$ cat config.mk
export PLATFORM = sky130hd
export DESIGN_NAME = mult_sched_arbiter
export DESIGN_NICKNAME = d
export VERILOG_FILES = /design/src/rtl/mult_sched_pkg.sv /design/src/rtl/rr_arbiter.sv /design/src/rtl/mult_sched_arbiter.sv
export SDC_FILE = /design/constraint.sdc
export NUM_CORES = 1
export LEC_CHECK = 0
export CORE_AREA = 2 2 158 160
export CTS_CLUSTER_SIZE = 20
export DETAILED_ROUTE_END_ITERATION = 8
export DIE_AREA = 0 0 160 162
export PLACE_DENSITY = 0.63
export REMOVE_ABC_BUFFERS = 1
export SLEW_MARGIN = 20
export SYNTH_ARGS = -nofsm -noshare
export SYNTH_HDL_FRONTEND = slang
export SYNTH_SLANG_ARGS = --single-unit
$ cat constraint.sdc
create_clock -name clk -period 8 [get_ports clk]
set_clock_uncertainty 0.15 [all_clocks]
set_input_delay 1.6 -clock clk [delete_from_list [all_inputs] [get_ports clk]]
set_output_delay 1.6 -clock clk [all_outputs]
set_load 0.01 [all_outputs]
$ cat src/rtl/mult_sched_pkg.sv
// Shared types and helpers for the multiplier scheduler.
package mult_sched_pkg;

    typedef enum logic [1:0] {
        IDLE,
        LOAD,
        BUSY,
        DONE
    } state_t;

    // Bits needed to hold a latency count from 0 up to and including latency.
    function automatic int unsigned cnt_width(input int unsigned latency);
        return $clog2(latency + 1);
    endfunction

endpackage

$ cat src/rtl/rr_arbiter.sv
// Request arbiter for the multiplier scheduler: one-hot grant from a request vector.
// Round-robin by default; MULT_SCHED_FIXED_PRIO_EN selects lowest-index-wins priority.
module rr_arbiter #(
    parameter int unsigned NUM_REQ = 4
) (
    input  logic               clk,
    input  logic               rst,
    input  logic [NUM_REQ-1:0] req,
    input  logic               advance,
    output logic [NUM_REQ-1:0] grant
);

    localparam int unsigned ID_W = $clog2(NUM_REQ);

`ifdef MULT_SCHED_FIXED_PRIO_EN

    // Lowest asserted index wins; no history is kept.
    always_comb begin
        grant = '0;
        for (int unsigned i = 0; i < NUM_REQ; i++) begin
            if (req[i] && (grant == '0)) begin
                grant[i] = 1'b1;
            end
        end
    end

    logic unused_rr;
    assign unused_rr = ^{clk, rst, advance};

`else

    logic [ID_W-1:0] ptr_q;
    logic [ID_W-1:0] ptr_d;
    logic [ID_W-1:0] idx;
    logic            found;

    // Search upward from the pointer, wrapping, and grant the first request found.
    always_comb begin
        grant = '0;
        found = 1'b0;
        idx   = '0;
        for (int unsigned k = 0; k < NUM_REQ; k++) begin
            idx = ID_W'((32'(ptr_q) + k) % NUM_REQ);
            if (!found && req[idx]) begin
                grant[idx] = 1'b1;
                found      = 1'b1;
            end
        end
    end

    // On an accepted grant g the pointer moves to the slot after g.
    always_comb begin
        ptr_d = ptr_q;
        for (int unsigned i = 0; i < NUM_REQ; i++) begin
            if (advance && grant[i]) begin
                ptr_d = ID_W'((i + 1) % NUM_REQ);
            end
        end
    end

    // Priority pointer register.
    always_ff @(posedge clk or posedge rst) begin
        if (rst) begin
            ptr_q <= '0;
        end else begin
            ptr_q <= ptr_d;
        end
    end

`endif

endmodule

$ cat src/rtl/mult_sched_arbiter.sv
// Shares one sequential multiplier between NUM_REQ requesters: arbitrate, load, wait the
// fixed multiplier latency, then hold the product on a valid/ready response channel.
// Build option: MULT_SCHED_FIXED_PRIO_EN selects fixed priority instead of round-robin.
module mult_sched_arbiter
    import mult_sched_pkg::*;
#(
    parameter int unsigned  NUM_REQ     = 4,
    parameter int unsigned  WIDTH       = 32,
    parameter int unsigned  MUL_LATENCY = 33,
    localparam int unsigned ID_W        = $clog2(NUM_REQ)
) (
    input  logic                     clk,
    input  logic                     rst,
    input  logic [NUM_REQ-1:0]       req_valid,
    output logic [NUM_REQ-1:0]       req_ready,
    input  logic [NUM_REQ*WIDTH-1:0] req_a,
    input  logic [NUM_REQ*WIDTH-1:0] req_b,
    input  logic [NUM_REQ-1:0]       req_signed,
    output logic                     mul_load,
    output logic [WIDTH-1:0]         mul_a,
    output logic [WIDTH-1:0]         mul_b,
    output logic                     mul_signed,
    input  logic [WIDTH-1:0]         mul_result,
    output logic                     rsp_valid,
    input  logic                     rsp_ready,
    output logic [ID_W-1:0]          rsp_id,
    output logic [WIDTH-1:0]         rsp_result
);

    localparam int unsigned CNT_W = cnt_width(MUL_LATENCY);

    state_t             state_q;
    logic [CNT_W-1:0]   cnt_q;
    logic [WIDTH-1:0]   a_q;
    logic [WIDTH-1:0]   b_q;
    logic               signed_q;
    logic [ID_W-1:0]    id_q;
    logic               mul_load_q;
    logic               rsp_valid_q;
    logic [WIDTH-1:0]   rsp_result_q;

    logic [NUM_REQ-1:0] grant;
    logic               accept;
    logic [WIDTH-1:0]   sel_a;
    logic [WIDTH-1:0]   sel_b;
    logic               sel_signed;
    logic [ID_W-1:0]    sel_id;

    rr_arbiter #(
        .NUM_REQ (NUM_REQ)
    ) u_arb (
        .clk     (clk),
        .rst     (rst),
        .req     (req_valid),
        .advance (accept),
        .grant   (grant)
    );

    // Grants are only offered while idle; reset masks them immediately.
    assign req_ready = ((state_q == IDLE) && !rst) ? grant : '0;
    assign accept    = (state_q == IDLE) && (grant != '0);

    // One-hot mux of the granted requester's operands and id.
    always_comb begin
        sel_a      = '0;
        sel_b      = '0;
        sel_signed = 1'b0;
        sel_id     = '0;
        for (int unsigned i = 0; i < NUM_REQ; i++) begin
            if (grant[i]) begin
                sel_a      = req_a[i*WIDTH +: WIDTH];
                sel_b      = req_b[i*WIDTH +: WIDTH];
                sel_signed = req_signed[i];
                sel_id     = ID_W'(i);
            end
        end
    end

    // Scheduler FSM with registered outputs.
    always_ff @(posedge clk or posedge rst) begin
        if (rst) begin
            state_q      <= IDLE;
            cnt_q        <= '0;
            a_q          <= '0;
            b_q          <= '0;
            signed_q     <= 1'b0;
            id_q         <= '0;
            mul_load_q   <= 1'b0;
            rsp_valid_q  <= 1'b0;
            rsp_result_q <= '0;
        end else begin
            mul_load_q <= 1'b0;
            case (state_q)
                IDLE: begin
                    if (accept) begin
                        a_q        <= sel_a;
                        b_q        <= sel_b;
                        signed_q   <= sel_signed;
                        id_q       <= sel_id;
                        mul_load_q <= 1'b1;
                        state_q    <= LOAD;
                    end
                end
                LOAD: begin
                    cnt_q   <= CNT_W'(MUL_LATENCY);
                    state_q <= BUSY;
                end
                BUSY: begin
                    cnt_q <= cnt_q - CNT_W'(1);
                    // The product is valid on the edge where the count reaches one.
                    if (cnt_q == CNT_W'(1)) begin
                        rsp_result_q <= mul_result;
                        rsp_valid_q  <= 1'b1;
                        state_q      <= DONE;
                    end
                end
                DONE: begin
                    if (rsp_ready) begin
                        rsp_valid_q <= 1'b0;
                        state_q     <= IDLE;
                    end
                end
                default: state_q <= IDLE;
            endcase
        end
    end

    assign mul_load   = mul_load_q;
    assign mul_a      = a_q;
    assign mul_b      = b_q;
    assign mul_signed = signed_q;
    assign rsp_valid  = rsp_valid_q;
    assign rsp_id     = id_q;
    assign rsp_result = rsp_result_q;

endmodule

==> summary.txt <==
Synthesis
  • Post-synthesis simple-gate area fraction: 16.49%
  • Top cells by area, synth: dfrtp_1 44%, o2bb2ai_1 9.0%, a31oi_1 6.5%
  • Synth Area in Adders: approximately 2.4%
  • Synth area leader: dfrtp_1
  • Synth top area share: between 40 and 50%
  • Post-Syn Instances: 708
  • Ys Warns: 0
  • Synthesized area per cell: 8.969 um^2
  • Mux cell area share after synthesis: 6.897%
  • Largest family of logic cells by synthesized area: compound AO/OA/AOI/OAI gates
  • Number of synthesized register bits: 111
  • XOR/XNOR Fraction of Synth Area: 0%
  • Synth Area in Compound Gates: 24.65%
  • Sequential fraction of the synthesis area: 43.74%
  • Top-count cell post-synth: dfrtp_1
  • Synthesized cell area: 0.006350 mm^2
  • Synth unique cells: 44
  • Dominant synthesized flop cell: dfrtp_1
  • Post-synth ARST share: 100.0%
  • Top cells by count, synth: 111 x dfrtp_1, 83 x nand2_1, 75 x nor2_1
  • Post-synth EDFFs: 0

Cells and area
  • Multi-input logic area: 0.003251 mm^2
  • Antenna diodes: 0
  • Fin util: 45.26%
  • Design Area, Final: 0.01091 mm^2
  • Area grow syn2layout: 71.80%
  • Final nets: 1382
  • FF+latch area: 0.002778 mm^2
  • Fillers: 2405
  • Layout cell share with drive strength beyond 1: 6.784%

Setup path
  • CP arrival: between 4 and 5 ns
  • Worst Setup Start Kind: primary input
  • FF-to-FF path depth: 10
  • Reg-to-reg slack, setup: between 3 and 4 ns
  • Setup CP Type: primary input to output port
  • Worst Path Required: 6.25 ns
  • Crit. End Element: output port
  • R2r endpoint: rsp_id[0]
  • R2R Path Start: u_arb.ptr_q[0]
  • CP max FO: 7

STA
  • Final setup margin: 1.973 ns
  • Final hold slack: 0.3553 ns
  • Final Hold Viols: 0
  • RSZ-0062 raised after global routing: false
  • Final period util: 75.34%
  • Max-slew violations: 0
  • Slew @ Worst Pin: 0.9590 ns
  • Peak Freq: 165.9 MHz
  • Setup TNS: 0 ns
  • Final min period: 6.027 ns
  • Max-Slew Margin vs Limit: a little over a third
  • Final setup vio count: 0

Global routing
  • Largest net degree at the start of global routing: 90
  • Busiest grt layer: met2
  • Remaining Overflow, GRT: 0
  • GRT met2 Usage: 34.28%
  • Number of global-route vias before repair: slightly above 7000
  • Routing usage on met1: 23.29%
  • Met3 Use GR: 5.924%
  • First-pass GRT wire length: around 40000 um
  • All-Layer GR Usage: 19.75%
  • Initial antenna violation count: 0

Floorplan
  • DIE HEIGHT: 162 um
  • IO Pins: 404
  • Die X-Extent: 160 um
  • Core area: 0.02411 mm^2
  • Starting Density: a little over a quarter
  • DIE AREA: 0.02592 mm^2
  • Row count: 57

Routing
  • Iteration-0 DRC count of the detailed router: 387
  • WL/cell: 18.58 um
  • Via/cell ratio: 4.938
  • Total number of vias: approximately 6900
  • Antenna-violating nets left: 0
  • TritonRoute pass-1 iters: 7
  • Post-route DRC: 0
  • Total Wirelength: 26010 um

Clock network
  • Htree depth: 3
  • Clk Latency, worst-skew pair: 0.35 ns
  • CTS tree: built
  • CTS root buf: clkbuf_16
  • Post-CTS sizing: 0
  • Hold buffers post-CTS: 0
  • Reg clk slew, reported paths: 0.07 ns
  • Clock sinks: 111
  • Setup bufs post-CTS: 0
  • CTS Buf Count: 9
  • CTS max path bufs: 2

Placed design
  • Post-DP Area: ~0.011 mm^2
  • Port Buffer Count: between 400 and 500
  • RePlAce Congestion: approximately 0.82
  • Pre-CTS WS: about 2 ns
  • Post-DP HPWL: 18620 um

Min path
  • Hold crit path type: flip-flop to flip-flop
  • Hold depth: 1
  • HP Start: rsp_result[24]
  • Hold Path Sink: rsp_result[24]

Power
  • P_leak: 4.084 nW
  • Power Density: 433.7 mW/mm^2
  • Peak supply drop: ~270 uV

Job
  • MaxCap Viol Count: 0

Status
  • Outcome: finished, final reports clean
[stage by stage]
step,cells,total power [mW]
final,1400,4.732
after global routing,1400,5.137
after CTS,1400,4.804
after detailed placement,1384,4.317
after global placement,1384,4.274
after floorplan,646,2.976
[area by class of cell]
type / count / share of cell area [%]
Clock buffer: 10 / 2.191
Clock inverter: 6 / 0.5276
Inverter: 16 / 0.5735
Multi-Input combinational cell: 519 / 29.80
Sequential cell: 111 / 25.46
Tap cell: 324 / 3.716
Timing Repair Buffer: 414 / 37.73
[worst max-delay path: stages]
cell,delay (ns)
clkdlybuf4s50_1,0.58
inv_1,0.09
or3_1,0.40
a311oi_4,0.56
a221oi_1,0.32
nor2_1,0.17
clkdlybuf4s50_1,0.56
[sequential cells by signal (all words and copies together), names as in the netlist]
signal       flops
u_arb.ptr_q      2
mul_b           32
rsp_id           2
rsp_result      32
mul_a           32
mul_load         1
state_q          2
cnt_q            6
mul_signed       1
rsp_valid        1
[report_power, final]
part           leakage, nW  switching (mW)  internal (mW)
sequential            1.27           0.166          0.867
clock                0.147           0.237          0.229
combinational         2.66            1.80           1.43
[cell families (layout without fill, tap and decap cells)]
group,Yosys count,in the layout
adder cells (fa/ha/maj),12,12
flip-flops,111,111
multiplexers,37,37
AO/OA/AOI/OAI,228,228
AND/OR/NAND/NOR,242,242
buffers and inverters,78,446
[routing by layer]
| metal | wire [um] | part of all wire [%] |
|---|---|---|
| met1 | 10470 | 40 |
| met2 | 12830 | 49 |
| met3 | 2138 | 8.2 |
| met4 | 576 | 2.2 |
| met5 | 0 | 0 |
[cell usage in the layout, fill, tap and decap left out, types with 2 or more instances in the layout]
cell | netlist | routed
o21ai_0 | 10 | 10
nand2b_1 | 4 | 4
mux4_2 | 2 | 2
o21ai_1 | 3 | 3
buf_4 | 9 | 11
nor3_1 | 3 | 3
ha_1 | 12 | 12
inv_8 | 0 | 2
inv_6 | 0 | 2
a21oi_1 | 68 | 68
a31oi_1 | 66 | 66
nor2_1 | 75 | 75
clkbuf_16 | 0 | 9
nand2_1 | 83 | 83
a221o_2 | 0 | 2
inv_1 | 15 | 14
or3_1 | 2 | 2
dfrtp_1 | 111 | 111
clkinv_4 | 0 | 2
clkdlybuf4s50_1 | 0 | 403
nor3b_1 | 2 | 2
mux2_2 | 33 | 33
nand3b_1 | 2 | 2
nand3_1 | 67 | 67
o2bb2ai_1 | 65 | 65
[worst max path at each step]
stage                             from              to  slack (ns)
after floorplan           req_valid[2]  u_arb.ptr_q[0]       -2.72
after global placement    req_valid[1]    req_ready[1]        2.08
after detailed placement  req_valid[1]    req_ready[1]        1.99
after CTS                 req_valid[1]    req_ready[1]        1.98
after global routing      req_valid[3]    req_ready[1]        1.77
final                     req_valid[1]    req_ready[1]        1.97
(Power assumes the default switching activity.)
